$ cat src/rtl/product_accumulator_if.sv
// Handshake and data bundle between a product source and product_accumulator.
// The master drives start/clr/p_in/p_valid; the slave returns the sum and status.
interface product_accumulator_if #(
    parameter int ACC_W = 24
);
    logic             start;
    logic             clr;
    logic [15:0]      p_in;
    logic             p_valid;
    logic [ACC_W-1:0] acc_out;
    logic             busy;
    logic             done;
    logic             ovf;

    modport master (
        output start,
        output clr,
        output p_in,
        output p_valid,
        input  acc_out,
        input  busy,
        input  done,
        input  ovf
    );

    modport slave (
        input  start,
        input  clr,
        input  p_in,
        input  p_valid,
        output acc_out,
        output busy,
        output done,
        output ovf
    );
endinterface

$ cat src/rtl/product_accumulator.sv
// Sums a run of LEN unsigned 16-bit products into an ACC_W-bit accumulator.
// Optional PRODUCT_ACC_SATURATE_EN clamps the sum on overflow instead of wrapping.
module product_accumulator #(
    parameter int LEN   = 8,
    parameter int ACC_W = 24
) (
    input  logic                 clk,
    input  logic                 rst_n,
    product_accumulator_if.slave bus
);
    localparam int               CNT_W = $clog2(LEN + 1);
    localparam logic [CNT_W-1:0] LAST  = CNT_W'(LEN - 1);

    typedef enum logic [1:0] {
        S_IDLE,
        S_ACCUM,
        S_DONE
    } state_t;

    state_t           r_state;
    state_t           w_state_nxt;
    logic [ACC_W-1:0] r_acc;
    logic [ACC_W-1:0] w_acc_nxt;
    logic [ACC_W-1:0] w_acc_add;
    logic [CNT_W-1:0] r_cnt;
    logic [CNT_W-1:0] w_cnt_nxt;
    logic             r_ovf;
    logic             w_ovf_nxt;
    logic [ACC_W:0]   w_sum;

    // One extra bit so the carry out of the accumulator is observable.
    assign w_sum = {1'b0, r_acc} + {{(ACC_W-15){1'b0}}, bus.p_in};

`ifdef PRODUCT_ACC_SATURATE_EN
    // Once the run has overflowed the sum stays pinned at all-ones.
    assign w_acc_add = (w_sum[ACC_W] | r_ovf) ? {ACC_W{1'b1}}
                                              : w_sum[ACC_W-1:0];
`else
    // Plain modulo 2^ACC_W accumulation.
    assign w_acc_add = w_sum[ACC_W-1:0];
`endif

    // State register.
    always_ff @(posedge clk or negedge rst_n) begin
        if (!rst_n) begin
            r_state <= S_IDLE;
        end else begin
            r_state <= w_state_nxt;
        end
    end

    // Next-state and datapath update; clr overrides everything.
    always_comb begin
        w_state_nxt = r_state;
        w_acc_nxt   = r_acc;
        w_cnt_nxt   = r_cnt;
        w_ovf_nxt   = r_ovf;
        if (bus.clr) begin
            w_state_nxt = S_IDLE;
            w_acc_nxt   = '0;
            w_cnt_nxt   = '0;
            w_ovf_nxt   = 1'b0;
        end else begin
            unique case (r_state)
                S_IDLE: begin
                    if (bus.start) begin
                        w_state_nxt = S_ACCUM;
                        w_acc_nxt   = '0;
                        w_cnt_nxt   = '0;
                        w_ovf_nxt   = 1'b0;
                    end
                end
                S_ACCUM: begin
                    if (bus.p_valid) begin
                        w_acc_nxt = w_acc_add;
                        w_cnt_nxt = r_cnt + CNT_W'(1);
                        w_ovf_nxt = r_ovf | w_sum[ACC_W];
                        if (r_cnt == LAST) begin
                            w_state_nxt = S_DONE;
                        end
                    end
                end
                S_DONE: begin
                    w_state_nxt = S_IDLE;
                end
                default: begin
                    w_state_nxt = S_IDLE;
                end
            endcase
        end
    end

    // Accumulator, product count and sticky overflow registers.
    always_ff @(posedge clk or negedge rst_n) begin
        if (!rst_n) begin
            r_acc <= '0;
            r_cnt <= '0;
            r_ovf <= 1'b0;
        end else begin
            r_acc <= w_acc_nxt;
            r_cnt <= w_cnt_nxt;
            r_ovf <= w_ovf_nxt;
        end
    end

    assign bus.acc_out = r_acc;
    assign bus.ovf     = r_ovf;
    assign bus.busy    = (r_state != S_IDLE);
    assign bus.done    = (r_state == S_DONE);
endmodule

$ cat src/flat_wrapper.sv
// flat-port wrapper written by rule: the top's interface ports become plain ports
module product_accumulator_flat 
#(
    parameter int LEN   = 8,
    parameter int ACC_W = 24
)
  (clk, rst_n, bus_start, bus_clr, bus_p_in, bus_p_valid, bus_acc_out, bus_busy, bus_done, bus_ovf);
  product_accumulator_if #(.ACC_W(ACC_W)) bus_i ();
  input  logic clk;
  input  logic rst_n;
  input wire logic [$bits(bus_i.start)-1:0] bus_start;
  input wire logic [$bits(bus_i.clr)-1:0] bus_clr;
  input wire logic [$bits(bus_i.p_in)-1:0] bus_p_in;
  input wire logic [$bits(bus_i.p_valid)-1:0] bus_p_valid;
  output wire logic [$bits(bus_i.acc_out)-1:0] bus_acc_out;
  output wire logic [$bits(bus_i.busy)-1:0] bus_busy;
  output wire logic [$bits(bus_i.done)-1:0] bus_done;
  output wire logic [$bits(bus_i.ovf)-1:0] bus_ovf;
  assign bus_i.start = bus_start;
  assign bus_i.clr = bus_clr;
  assign bus_i.p_in = bus_p_in;
  assign bus_i.p_valid = bus_p_valid;
  assign bus_acc_out = bus_i.acc_out;
  assign bus_busy = bus_i.busy;
  assign bus_done = bus_i.done;
  assign bus_ovf = bus_i.ovf;
  product_accumulator #(.LEN(LEN), .ACC_W(ACC_W)) u_core (.clk(clk), .rst_n(rst_n), .bus(bus_i));
endmodule
$ cat config.mk
export PLATFORM = sky130hd
export DESIGN_NAME = product_accumulator_flat
export DESIGN_NICKNAME = d
export VERILOG_FILES = /design/src/rtl/product_accumulator_if.sv /design/src/rtl/product_accumulator.sv /design/src/flat_wrapper.sv
export SDC_FILE = /design/constraint.sdc
export NUM_CORES = 1
export LEC_CHECK = 0
export BUFFER_PORTS_ARGS = -buffer_cell sky130_fd_sc_hd__buf_2
export CAP_MARGIN = 40
export CORE_MARGIN = 4
export CORE_UTILIZATION = 47
export CTS_CLUSTER_DIAMETER = 50
export DETAILED_ROUTE_END_ITERATION = 12
export GPL_TIMING_DRIVEN = 0
export PLACE_DENSITY = 0.8
export SLEW_MARGIN = 15
export SYNTH_ARGS = -nofsm -noshare
export SYNTH_HDL_FRONTEND = slang
export SYNTH_SLANG_ARGS = --single-unit
$ cat constraint.sdc
create_clock -name clk -period 2.6 [get_ports clk]
set_input_delay 0.26 -clock clk [delete_from_list [all_inputs] [get_ports clk]]
set_output_delay 0.26 -clock clk [all_outputs]
set_load 0.01 [all_outputs]
; Yosys cells after proc, flatten, opt, wreduce, memory -nomap -nowiden
; Cells that the tools add are included.
[totals]
reg_bits = 31
in_bits = 21
out_inout_bits = 27
elab_cells = 35
[op_classes]
add_sub_neg = 2
eq_ne = 6
muxes = 17
bitwise_logic = 1
reduce_logical = 5
[op_table]
columns = op, n
row1 = 2-to-1 mux 24 bit, 3
row2 = case mux 24 bit (2 select lines), 1
row3 = adder 24 x 16 -> 25 bit, 1
row4 = 2-to-1 mux 4 bit, 3
row5 = 2-to-1 mux 2 bit, 4
row6 = case mux 4 bit (2 select lines), 1
row7 = "inequality test 3 bit, second input constant", 2
row8 = AND reduction 3 bit, 2
row9 = "adder 4 x 1 -> 4 bit, second input constant", 1
row10 = "equality test 4 x 3 -> 1 bit, second input constant", 1
row11 = case mux 2 bit (2 select lines), 1
row12 = 2-to-1 mux 1 bit, 3
row13 = "inequality test 3 x 2 -> 1 bit, second input constant", 1
row14 = nonzero test 3 bit, 1
row15 = "equality test 2 x 1 -> 1 bit, second input constant", 1
row16 = "equality test 2 bit, second input constant", 1
row17 = logical NOT 2 bit, 1
row18 = case mux 1 bit (2 select lines), 1
row19 = nonzero test 2 bit, 1
row20 = OR 1 bit, 1

; Depth between registers and ports, before layout
; Gate-level depths: netlist of the first run.
[logic_depth]
depth_word = 5
depth_mapped = 8
ltp_nobuf = 8

; Worst setup path before layout of the first run
; OpenSTA, ideal clock, no wires.
[synth_timing]
path_type = register to register
startpoint = register u_core.r_acc[0], in the netlist u_core.bus.acc_out[0]
endpoint = register u_core.r_acc[18], in the netlist u_core.bus.acc_out[18]
setup_time_ps = 121
arrival_ps = 2398
required_time_ps = 2479
setup_slack_ps = 81
path_stages_with_launch = 8
path_buffers = 0
period_less_slack_ps = 2519
path_cell_list = dfrtp_1 -> ha_1 -> fa_1 -> a211oi_1 -> o21ai_0 -> a221oi_1 -> o21ai_0 -> a22o_1
[synth_via]
elab_chain_cells = 4
[synth_rtl]
columns = element, line
row1 = "start, declared", product_accumulator.sv:22  ; logic [ACC_W-1:0] r_acc;
row2 = "start signal, assigned", product_accumulator.sv:100  ; r_acc <= w_acc_nxt;
row3 = adder 24 x 16 -> 25 bit, product_accumulator.sv:32  ; assign w_sum = {1'b0, r_acc} + {{(ACC_W-15){1'b0}}, bus.p_in};
row4 = 2-to-1 mux 24 bit, product_accumulator.sv:74  ; if (bus.p_valid) begin
row5 = case mux 24 bit (2 select lines), product_accumulator.sv:64  ; unique case (r_state)
row6 = 2-to-1 mux 24 bit, product_accumulator.sv:58  ; if (bus.clr) begin
; No other way between the ends. The select of a mux whose other input is x is not followed.
; A chain may end at the register's enable or synchronous reset.

; Worst setup path after layout of the first run
[layout_timing]
startpoint = register u_core.r_acc[1], in the netlist u_core.bus.acc_out[1]
endpoint = register u_core.r_acc[21], in the netlist u_core.bus.acc_out[21]
; The elaborated chain is that of the path after synthesis.

==> flow_metrics.tcl, run 1 <==
set metrics [dict create \
    status "finished, final reports clean" \
    finClkSkew_ps 4.89 \
    cts_tree "yes" \
    hpwl_um 4250 \
    power.density_nw_per_um2 419 \
    min_path_type "in2async" \
    grt_pass1_vias 2115 \
    layout.nets 356 \
    synth.top_cells.by_area "dfrtp_1, ha_1, nand2_1, o21ai_0, a21oi_1" \
    wl_per_cell_um 15.3 \
    p_int_uw 779 \
    synth_nets 299 \
    stdcell_area_um2 2670 \
    use_met1_pct 24.1 \
    yosys_most_used_dff "dfrtp_1" \
    drive_above_1_share_pct 23.9 \
    use_met2_pct 33.4 \
    synth_top_area_share_pct 34.9 \
    start_util_pct 49.7 \
    insertion_delay_ps 290 \
    required_ps 2800 \
    switching_share_pct 30.5 \
    p_switching_uw 341 \
    final_common_cell "buf_2" \
    n_fill_cell 410 \
    syn_area_um2 2230 \
    finalCriticalPeriod_ps 2510 \
    grt_max_degree 32 \
    syn_to_final_growth_pct 20.0 \
    rsz0062_at_grt "no" \
    wl_um 5670 \
    cts-root-buf "clkbuf_8" \
    reg2reg_to "u_core.bus.acc_out[21]" \
    fp.dieH_um 76.8 \
    cts.sinks 31 \
    holdBufCountCts 0 \
    placed_area_um2 2530 \
    dieArea_um2 5900 \
    synth_top_cell_by_area "dfrtp_1" \
    report.final.slew_viol_count 0 \
    holdWs_ps 22.8 \
    slew_headroom_pct 52.6 \
    ctsLongestPathBuffers 2 \
    setup_viol 0 \
    yosysUniqueCellTypes 46 \
    fin_crit_sh_pct 96.5 \
    path_max_fanout 4 \
    clkPwrFrac_pct 33.0 \
    final_cell_mix "buf_2, nand2_1, o21ai_0, dfrtp_1, a21oi_1" \
    vias 2187 \
    met3_usage_pct 3.40 \
    p_leak_uw 0.00129 \
    drt_iter0_drc 134 \
    path_clk_slew_ps 70 \
    die_w_um 76.8 \
    grt_use_total_pct 19.5 \
    avgSynthCellArea_um2 8.56 \
    fmax_mhz 398 \
    coreArea_um2 4470 \
    pwr-share-seq_pct 45.1 \
    ioPinCount 48 \
    tightest_slew_ps 712 \
    grt_overflow 0 \
    max-cap-violations 0 \
    via_per_inst 5.91 \
    yosysWarnings 0 \
    antenna_found_initial 0 \
    power_frac_comb_pct 21.9 \
    place_congestion 0.928 \
    reg2regPathDepth 7 \
    syn_inst 260 \
    placement.io_buffers 47 \
    ir_worst_vdd_mv 0.171 \
    critPathLaunchType "flip-flop" \
    cts_buffers 5 \
    hold_viol 0 \
    cp-end-kind "flip-flop" \
    arrival_ps 2710 \
    busiest_layer "met2" \
    h-tree-depth 2 \
    seq_area_frac_synth_pct 34.9 \
    ys_async_sr_fraction_pct 100 \
    synth-edff-count 0 \
    critPathKind "reg2reg" \
    drc 0 \
    grt_pass1_wl_um 9480 \
    row_count 24 \
    ys_seq_elements 31 \
    drt-pass1-iter-count 4 \
    reg2reg_from "u_core.bus.acc_out[1]" \
    r2r_slack_ps 90 \
    drtAntennaViolNets 0 \
    n_antenna_cell 0 \
]
## how the worst max path moves through the flow
stage	cells past startpoint	slack, ps	start	to
finish	7	90	u_core.bus.acc_out[1]	u_core.bus.acc_out[21]
global route	7	30	u_core.bus.acc_out[1]	u_core.bus.acc_out[21]
CTS	8	8	u_core.bus.acc_out[0]	u_core.bus.acc_out[20]
detailed placement	8	-260	u_core.bus.acc_out[0]	u_core.bus.acc_out[22]
global placement	8	-220	u_core.bus.acc_out[0]	u_core.bus.acc_out[22]
floorplan	7	80	u_core.bus.acc_out[0]	u_core.bus.acc_out[18]
## metal layers
metal / vias to the layer above / routed length [um]
li1: 1080 / -
met1: 1031 / 2500
met2: 67 / 2740
met3: 9 / 327
met4: 0 / 93
met5: - / 0
## kinds of logic after synthesis
family                   synth area share, %
buffers and inverters                   2.14
multiplexers                            1.07
flip-flops                              34.9
XOR/XNOR                                5.90
AND/OR/NAND/NOR                         18.7
AO/OA/AOI/OAI                           26.9
adder cells (fa/ha/maj)                 10.5
## critical path: stages, from the launching register on
cell and delay, ps:
dfrtp_1 420, ha_1 330, a211oi_1 410, o21ai_0 210
a221oi_1 390, a21oi_1 200, or3_1 370, o211ai_1 90
## synth_stat cells (6+ instances only)
master / count
o211ai_1: 6
xnor2_1: 9
xor2_1: 6
ha_1: 17
o21ai_0: 32
nor2_1: 14
dfrtp_1: 31
nand2_1: 44
a21oi_1: 20
## what timing repair did
item | 4_1_cts | 5_1_grt
buffers inserted | 2 | 1
pin swaps | 3 | 5
gates resized for setup | 5 | 6
endpoints found under the setup margin | 6 | 10
## sequential cells by signal, indices dropped and copies added, names as in the netlist
name	count
u_core.bus.acc_out	24
u_core.bus.ovf	1
u_core.r_cnt	4
u_core.r_state	2
## per-stage QoR
stage | TNS, ps | std cells | util, % | total power (uW) | worst slack [ps]
6_report | 0 | 370 | 59.7 | 1120 | 90.3
5_1_grt | 0 | 370 | 59.7 | 1190 | 26.3
4_1_cts | 0 | 369 | 59.1 | 1130 | 7.55
3_5_place_dp | -735 | 359 | 56.5 | 749 | -264
3_3_place_gp | -656 | 359 | 56.5 | 743 | -216
2_1_floorplan | 0 | 260 | - | 672 | 80.9
## power by group through the flow
stage | Sequential [uW] | Combinational, uW | Clock, uW
6_report | 505 | 246 | 370
5_1_grt | 506 | 276 | 404
3_5_place_dp | 514 | 235 | 0
2_1_floorplan | 518 | 155 | 0
4_1_cts | 505 | 241 | 383
3_3_place_gp | 513 | 230 | 0
## cell type report
class / count / area, um2 / area share, %
inverter: 2 / 7.51 / 0.281
timing repair buffer: 50 / 258 / 9.65
tap: 52 / 65.1 / 2.44
sequential: 31 / 776 / 29.0
clock buffer: 7 / 76.3 / 2.86
multi-input combinational: 219 / 1440 / 54.1
buffer: 8 / 40.0 / 1.50
clock inverter: 1 / 5.00 / 0.187
Note: power is estimated with default switching activity, not from simulation.
==> run 2, diff against run 1 <==
--- a/config.mk
+++ b/config.mk
@@ -12,7 +12,7 @@
 export CTS_CLUSTER_DIAMETER = 50
 export DETAILED_ROUTE_END_ITERATION = 12
 export GPL_TIMING_DRIVEN = 0
-export PLACE_DENSITY = 0.8
+export PLACE_DENSITY_LB_ADDON = 0.05
 export SLEW_MARGIN = 15
 export SYNTH_ARGS = -nofsm -noshare
 export SYNTH_HDL_FRONTEND = slang
==> run 2 against run 1 <==
Critical path depth is 1 higher. Maximum frequency grew 0.95%. Core utilization up 1.6 points. Final cell count rose by 0.81%. Setup slack improved by 24 ps. Clock skew up 1.7 ps. Flip-flop and latch count is the same. Wire length up 0.78%. Sequential share of layout area fell by 0.74 points. Hold slack got worse by 9.5 ps.
==> flow_metrics.tcl, run 2 (synthesis results as in run 1) <==
set metrics [dict create \
    status "finished, final reports clean" \
    report.final.slew_viol_count 0 \
    cts.sinks 31 \
    grt_pass1_wl_um 9520 \
    path_max_fanout 4 \
    slew_headroom_pct 52.4 \
    via_per_inst 5.82 \
    grt_pass1_vias 1974 \
    critPathKind "reg2reg" \
    r2r_slack_ps 110 \
    path_clk_slew_ps 80 \
    required_ps 2780 \
    cp-end-kind "flip-flop" \
    wl_per_cell_um 15.3 \
    regArea_um2 776 \
    grt_use_total_pct 19.7 \
    fin_crit_sh_pct 95.6 \
    grt_max_degree 32 \
    fin_total_pwr_uw 1260 \
    fp.dieH_um 76.8 \
    stdcell_area_um2 2740 \
    h-tree-depth 2 \
    cts_buffers 5 \
    critPathLaunchType "flip-flop" \
    fmax_mhz 402 \
    ctsLongestPathBuffers 2 \
    die_w_um 76.8 \
    wl_um 5710 \
    placement.io_buffers 47 \
    placed_area_um2 2530 \
    start_util_pct 49.7 \
    n_antenna_cell 0 \
    grt_overflow 0 \
    final_common_cell "buf_2" \
    largest_register_ffs 24 \
    syn_to_final_growth_pct 23.2 \
    max-cap-violations 0 \
    coreArea_um2 4470 \
    final_cell_mix "buf_2, nand2_1, o21ai_0" \
    rsz0062_at_grt "yes" \
    cts_tree "yes" \
    dieArea_um2 5900 \
    hpwl_um 4220 \
    drt_iter0_drc 131 \
    finClkSkew_ps 6.54 \
    finalCriticalPeriod_ps 2490 \
    drive_above_1_share_pct 25.2 \
    place_congestion 0.825 \
    ir_worst_vdd_mv 0.187 \
    p_leak_uw 0.00133 \
    arrival_ps 2670 \
    ioPinCount 48 \
    cts-root-buf "clkbuf_8" \
    holdBufCountCts 0 \
    antenna_found_initial 0 \
    multi_input_area_um2 1460 \
    row_count 24 \
    tightest_slew_ps 715 \
    hold_viol 0 \
    insertion_delay_ps 290 \
    setup_viol 0 \
    drtAntennaViolNets 0 \
    drt-pass1-iter-count 4 \
    power.density_nw_per_um2 461 \
    n_fill_cell 405 \
    drc 0 \
    vias 2171 \
    min_path_type "in2async" \
    layout.nets 359 \
]
## run 2: changes by cell type in the layout (fill, tap and decap cells not counted)
cell	before	now
a211oi_2	1	2
bufinv_16	0	1
ha_2	1	0
o21ai_0	31	32
clkbuf_8	5	6
clkbuf_1	7	5
buf_4	3	6
o21ai_1	2	1
a21oi_2	1	0
ha_4	0	1
a211oi_1	4	3
a21oi_1	19	20
## run 2: per-stage QoR
step	setup TNS [ps]	setup WS, ps	util, %	hold WS, ps	cells
4_1_cts	0	2.34	60.0	55.5	369
2_1_floorplan	0	80.9	-	-35.6	260
3_3_place_gp	-833	-218	56.5	362	359
6_report	0	114	61.3	13.3	373
5_1_grt	-38.8	-17.8	61.3	79.4	373
3_5_place_dp	-918	-251	56.5	369	359
## run 2: layout make-up
cell class | count | share of cell area (%)
plain buffers | 8 | 1.46
clock inverters | 2 | 1.28
clock buffers | 6 | 3.01
multi-input cells | 219 | 53.1
repair buffers | 53 | 10.2
flip-flops and latches | 31 | 28.3
well taps | 52 | 2.37
inverters | 2 | 0.274
## run 2: worst max-delay path: stages (launching register included)
cell and delay, ps:
dfrtp_1 430, ha_4 200, fa_2 390, a211oi_2 230, o21ai_0 290, a221oi_2 350
buf_4 170, o21ai_0 80, a22o_1 220
## run 2: worst paths after layout
check | to | from | depth (start not counted)
max in group asynchronous | u_core.bus.acc_out[7] | rst_n | 1
hold reg to reg | u_core.r_cnt[3] | u_core.r_cnt[3] | 1
hold / removal | u_core.r_state[0] | rst_n | 1
setup reg to reg | u_core.bus.acc_out[18] | u_core.bus.acc_out[0] | 8
min in group clk | u_core.r_state[0] | bus_clr | 2
setup / recovery | u_core.bus.acc_out[18] | u_core.bus.acc_out[0] | 8
## run 2: routing by layer
metal / up-vias / GRT usage, % / wire, um
met2: 57 / 30.7 / 2620
li1: 1092 / - / -
met1: 1015 / 27.5 / 2700
met5: - / 0 / 0
met3: 7 / 4.10 / 305
met4: 0 / 5.98 / 86
## run 2: repair_timing
| item | 4_1_cts | 5_1_grt |
|---|---|---|
| setup endpoints to repair | 7 | 11 |
| setup buffers | 2 | 4 |
| gates resized for setup | 6 | 5 |
| pin swaps | 1 | 7 |
## run 2: where the power goes
part	switching, uW	leakage (uW)	total [uW]	internal, uW
logic	150	0.000838	250	100
clock network	200	0.0000612	510	310
registers	10.6	0.000428	505	494
total	360	0.00133	1260	905
